==> src/rtl/rv_pipe_pkg.sv <==
// Shared MEM->WB pipeline definitions: result-select encodings and the
// payload record carried through the MEM/WB skid stage.
package rv_pipe_pkg;

   localparam int XLEN_DEF   = 32;
   localparam int REG_AW_DEF = 5;
   localparam int RS_W_DEF   = 2;

   localparam logic [1:0] RESULT_SRC_ALU  = 2'b00;
   localparam logic [1:0] RESULT_SRC_LOAD = 2'b01;
   localparam logic [1:0] RESULT_SRC_PC4  = 2'b10;

   // Field order (MSB first) matches the flat payload built by the stage.
   typedef struct packed {
      logic [XLEN_DEF-1:0]   alu;
      logic [XLEN_DEF-1:0]   rdata;
      logic [XLEN_DEF-1:0]   pc4;
      logic [REG_AW_DEF-1:0] rd;
      logic [RS_W_DEF-1:0]   rsrc;
      logic                  rwr;
   } mem_wb_payload_t;

   localparam int MEM_WB_PAYLOAD_W = $bits(mem_wb_payload_t);

endpackage

==> src/rtl/pipe_skid_buf.sv <==
// Generic 2-entry (main + skid) valid/ready register on a flat payload.
// in_ready depends only on registered state, so out_ready never reaches it
// combinationally. flush empties both entries and discards that cycle's input.
module pipe_skid_buf #(
   parameter int W = 8
) (
   input  logic         clk,
   input  logic         rst,
   input  logic         flush,
   input  logic         in_valid,
   output logic         in_ready,
   input  logic [W-1:0] in_data,
   output logic         out_valid,
   input  logic         out_ready,
   output logic [W-1:0] out_data
);

   logic         main_valid_q, main_valid_d;
   logic         skid_valid_q, skid_valid_d;
   logic [W-1:0] main_data_q,  main_data_d;
   logic [W-1:0] skid_data_q,  skid_data_d;
   logic         acc;
   logic         deq;

   assign in_ready  = ~skid_valid_q;
   assign out_valid = main_valid_q;
   assign out_data  = main_data_q;
   assign acc       = in_valid & ~skid_valid_q;
   assign deq       = main_valid_q & out_ready;

   // Next-state: EMPTY/ONE/FULL transitions; payload only moves on accept/promote.
   always_comb begin
      main_valid_d = main_valid_q;
      skid_valid_d = skid_valid_q;
      main_data_d  = main_data_q;
      skid_data_d  = skid_data_q;
      if (flush) begin
         main_valid_d = 1'b0;
         skid_valid_d = 1'b0;
      end else if (!main_valid_q) begin
         if (acc) begin
            main_valid_d = 1'b1;
            main_data_d  = in_data;
         end
      end else if (!skid_valid_q) begin
         if (acc && deq) begin
            main_data_d  = in_data;
         end else if (acc) begin
            skid_valid_d = 1'b1;
            skid_data_d  = in_data;
         end else if (deq) begin
            main_valid_d = 1'b0;
         end
      end else if (deq) begin
         main_data_d  = skid_data_q;
         skid_valid_d = 1'b0;
      end
   end

   // State registers with asynchronous active-low reset.
   always_ff @(posedge clk or negedge rst) begin
      if (!rst) begin
         main_valid_q <= 1'b0;
         skid_valid_q <= 1'b0;
         main_data_q  <= '0;
         skid_data_q  <= '0;
      end else begin
         main_valid_q <= main_valid_d;
         skid_valid_q <= skid_valid_d;
         main_data_q  <= main_data_d;
         skid_data_q  <= skid_data_d;
      end
   end

endmodule

==> src/rtl/mem_wb_skid_stage.sv <==
// Elastic MEM->WB stage: skid buffer plus writeback result select,
// write-enable qualification and a saturating writeback-stall counter.
module mem_wb_skid_stage
   import rv_pipe_pkg::*;
#(
   parameter int XLEN   = 32,
   parameter int REG_AW = 5,
   parameter int RS_W   = 2,
   parameter int CNT_W  = 16
) (
   input  logic              clk,
   input  logic              rst,
   input  logic              in_valid,
   output logic              in_ready,
   input  logic [XLEN-1:0]   alu_result_m,
   input  logic [XLEN-1:0]   read_data_m,
   input  logic [XLEN-1:0]   pc_plus4_m,
   input  logic [REG_AW-1:0] rd_m,
   input  logic [RS_W-1:0]   result_src_m,
   input  logic              reg_write_m,
   input  logic              flush,
   output logic              out_valid,
   input  logic              out_ready,
   output logic [XLEN-1:0]   alu_result_w,
   output logic [XLEN-1:0]   read_data_w,
   output logic [XLEN-1:0]   pc_plus4_w,
   output logic [REG_AW-1:0] rd_w,
   output logic [RS_W-1:0]   result_src_w,
   output logic              reg_write_w,
   output logic [XLEN-1:0]   result_w,
   output logic [CNT_W-1:0]  stall_cnt
);

   localparam int PW = 3*XLEN + REG_AW + RS_W + 1;

   logic [PW-1:0]    in_payload;
   logic [PW-1:0]    out_payload;
   logic             held_rwr;
   logic [CNT_W-1:0] stall_cnt_q, stall_cnt_d;

   // Same field order as mem_wb_payload_t.
   assign in_payload = {alu_result_m, read_data_m, pc_plus4_m, rd_m, result_src_m, reg_write_m};
   assign {alu_result_w, read_data_w, pc_plus4_w, rd_w, result_src_w, held_rwr} = out_payload;

   pipe_skid_buf #(.W(PW)) u_skid (
      .clk       (clk),
      .rst       (rst),
      .flush     (flush),
      .in_valid  (in_valid),
      .in_ready  (in_ready),
      .in_data   (in_payload),
      .out_valid (out_valid),
      .out_ready (out_ready),
      .out_data  (out_payload)
   );

   // Writes to x0 or from an empty stage must never reach the register file.
   assign reg_write_w = out_valid & held_rwr & (rd_w != '0);

   // Writeback value select; the reserved encoding yields zero.
   always_comb begin
      result_w = '0;
      if (result_src_w == RS_W'(RESULT_SRC_ALU))
         result_w = alu_result_w;
      else if (result_src_w == RS_W'(RESULT_SRC_LOAD))
         result_w = read_data_w;
      else if (result_src_w == RS_W'(RESULT_SRC_PC4))
         result_w = pc_plus4_w;
   end

   // Count cycles where WB holds a valid entry it cannot hand off; saturate.
   always_comb begin
      stall_cnt_d = stall_cnt_q;
      if (out_valid && !out_ready && (stall_cnt_q != {CNT_W{1'b1}}))
         stall_cnt_d = stall_cnt_q + 1'b1;
   end

   // Stall counter register, cleared only by reset.
   always_ff @(posedge clk or negedge rst) begin
      if (!rst)
         stall_cnt_q <= '0;
      else
         stall_cnt_q <= stall_cnt_d;
   end

   assign stall_cnt = stall_cnt_q;

endmodule

==> config.mk <==
export PLATFORM = sky130hd
export DESIGN_NAME = mem_wb_skid_stage
export DESIGN_NICKNAME = d
export VERILOG_FILES = /design/src/rtl/rv_pipe_pkg.sv /design/src/rtl/pipe_skid_buf.sv /design/src/rtl/mem_wb_skid_stage.sv
export SDC_FILE = /design/constraint.sdc
export NUM_CORES = 1
export LEC_CHECK = 0
export ABC_AREA = 1
export BUFFER_PORTS_ARGS = -buffer_cell sky130_fd_sc_hd__buf_2
export CAP_MARGIN = 25
export CORE_MARGIN = 4
export CORE_UTILIZATION = 30
export CTS_CLUSTER_SIZE = 25
export DETAILED_ROUTE_END_ITERATION = 16
export PLACE_DENSITY = 0.53
export SLEW_MARGIN = 10
export SYNTH_ARGS = -nofsm -noshare
export SYNTH_HDL_FRONTEND = slang
export SYNTH_SLANG_ARGS = --single-unit
==> constraint.sdc <==
create_clock -name clk -period 2 [get_ports clk]
set_input_delay 0.1 -clock clk [delete_from_list [all_inputs] [get_ports clk]]
set_output_delay 0.1 -clock clk [all_outputs]
set_load 0.01 [all_outputs]
==> flow_metrics.env <==
export IMPL_outcome="completed"
export IMPL_max_slew_margin=0.626
export IMPL_die_x_um=202
export IMPL_cts_max_level=1
export IMPL_drv_cap=0
export IMPL_ys_seq_elements=226
export IMPL_ant_nets=0
export IMPL_worst_ep_required_time_ns=1.90
export IMPL_nets=1775
export IMPL_cts_sinks=226
export IMPL_fp_row_count=70
export IMPL_synth_cells=1411
export IMPL_track_usage=0.161
export IMPL_antenna_found_initial=4
export IMPL_wl_per_cell_um=15.7
export IMPL_num_vias=9748
export IMPL_r2r_slack_ns=0.21
export IMPL_multi_input_area_um2=3830
export IMPL_worstRegToRegCells=6
export IMPL_finalSetupViolations=0
export IMPL_reg2reg_from="u_skid.out_valid"
export IMPL_ios=263
export IMPL_cts_root_buf="clkbuf_16"
export IMPL_clk_latency_ns=0.54
export IMPL_final_common_cell="nand2_1"
export IMPL_finalClockSkew_ns=0.0128
export IMPL_initial_utilization=0.307
export IMPL_gp_congestion=0.821
export IMPL_cts_clk_slew_worst_paths_ns=0.06
export IMPL_tightestPinTransition_ns=0.562
export IMPL_grt_overflow=0
export IMPL_placed_area_um2=12500
export IMPL_cts_tree="yes"
export IMPL_hold_viol=0
export IMPL_netlist_area_um2=11300
export IMPL_yosysWarnings=0
export IMPL_drive_gt1_frac=0.218
export IMPL_p_per_area_nw_per_um2=1020
export IMPL_yosysTopAreaCellShare=0.500
export IMPL_synth_distinct_cells=27
export IMPL_hpwlAfterDp_mm=23.9
export IMPL_drt_vias_per_instance=4.45
export IMPL_die_area_um2=40900
export IMPL_grt_max_degree=127
export IMPL_p_leak_nw=7.50
export IMPL_crit_type="flip-flop to primary output"
export IMPL_grt_pass1_vias=9254
export IMPL_hold_class="primary input to asynchronous set/reset pin"
export IMPL_numCtsBuffers=29
export IMPL_syn_to_final_growth_pct=29.5
export IMPL_ir_drop_mv=0.620
export IMPL_drt_iter0_drc=500
export IMPL_period_share=0.978
export IMPL_worstSetupStartpointType="flip-flop"
export IMPL_portBuffers=262
export IMPL_drc=0
export IMPL_end_kind="primary output"
export IMPL_synth_area_per_cell_um2=8.02
export IMPL_die_h_um=202
export IMPL_core_area_um2=36900
export IMPL_synthTopCellsByArea="dfrtp_1, nand2_1, o21ai_0"
export IMPL_final_max_slew_viol_count=0
export IMPL_fin_area_um2=14600
export IMPL_synth_nets=1521
export IMPL_finalPower_mw=14.9
export IMPL_critPathArrivalTime_ns=1.86
export IMPL_fmax_mhz=511
export IMPL_crit_reg2reg_capture="u_skid.out_data[35]"
export IMPL_final_min_clock_period_ns=1.96
export IMPL_clockBufferDepth=3
export IMPL_fill_cells=3788
export IMPL_drt_wl_total_mm=34.3
export IMPL_yosys_area_top_type="dfrtp_1"
export IMPL_final_cell_mix="nand2_1, buf_2, dfrtp_1, o21ai_0, inv_1"
export IMPL_seqCellArea_um2=5660
export IMPL_seq_area_frac_synth=0.500
export IMPL_first_pass_iters=5
export IMPL_grt_pass1_wl_mm=53.1
export IMPL_path_max_fanout=11
## registers in the layout (all words and copies together) (netlist names)
name,flops
u_skid.out_data,104
u_skid.out_valid,1
stall_cnt,16
u_skid.skid_data_q,104
u_skid.skid_valid_q,1
## power by group
group | internal [mW] | switching [mW]
Clock | 3.01 | 2.03
Combinational | 1.53 | 2.20
Sequential | 5.57 | 0.588
Total | 10.1 | 4.81
## final cells by class
type	count	share of cell area
flip-flops and latches	226	0.386
multi-input cells	813	0.262
repair buffers	404	0.197
clock buffers	42	0.0570
inverters	191	0.0491
well taps	504	0.0431
clock inverters	9	0.00581
diodes	2	0.000342
## stage by stage
stage	TNS, ns	std cells	setup WS (ns)	utilization	hold slack [ns]
after CTS	0	2186	0.000316	0.394	0.0673
final	0	2191	0.0445	0.397	0.0759
after global routing	-0.00240	2191	-0.00240	0.397	0.111
after global placement	0	2025	0.257	0.339	0.0637
after floorplan	0	1411	0.483	-	-0.196
after detailed placement	0	2025	0.195	0.339	0.0644
## worst max-delay path, stage by stage (launching register included)
cell	delay, ns
dfrtp_2	0.45
buf_12	0.13
nand2_8	0.10
clkbuf_16	0.22
o221ai_1	0.22
buf_2	0.18
## cell usage after synthesis (all sizes together)
cell / n
dfrtp: 226
clkbuf: 35
nor3b: 1
nor3: 1
nand4: 3
o21bai: 1
o21ai: 205
a21oi: 118
nand3b: 2
nand3: 8
inv: 191
ha: 1
o221ai: 32
xnor2: 2
buf: 146
a211oi: 1
nand2: 296
xor2: 2
nor2: 140
## layer usage
layer	GRT usage	share of wire	vias up
li1	-	-	4867
met1	0.236	0.47	4542
met2	0.245	0.44	282
met3	0.0265	0.054	55
met4	0.0468	0.029	2
met5	0	0.00038	-
## timing repair
item                                    in CTS  in global routing
hold buffers                               109                  0
gates resized for setup                      7                  9
endpoints found under the setup margin      29                 28
pin swaps                                    1                  0
gates cloned                                 0                  1
endpoints found under the hold margin      411                  0
setup buffers                                1                  2
## cells by family (layout without fill, tap and decap cells)
kind of cell             after synthesis  count (layout)  share of synthesized area
AND/OR/NAND/NOR                      451             451                      0.153
buffers and inverters                372             646                      0.171
AO/OA/AOI/OAI                        357             357                      0.172
flip-flops                           226             226                      0.500
XOR/XNOR                               4               4                    0.00310
adder cells (fa/ha/maj)                1               1                    0.00111
other                                  0               2                          0
## worst max-delay path by stage
stage,from,end,slack (ns),cells after the start
after CTS,u_skid.out_data[1],result_w[11],0.0003,5
after global placement,u_skid.out_valid,u_skid.out_data[82],0.26,7
final,u_skid.out_data[2],result_w[19],0.04,5
after global routing,u_skid.out_data[2],result_w[31],-0.002,5
after floorplan,stall_cnt[1],stall_cnt[7],0.48,9
after detailed placement,u_skid.out_valid,u_skid.out_data[31],0.20,6
Note: power is estimated with default switching activity, not from simulation.
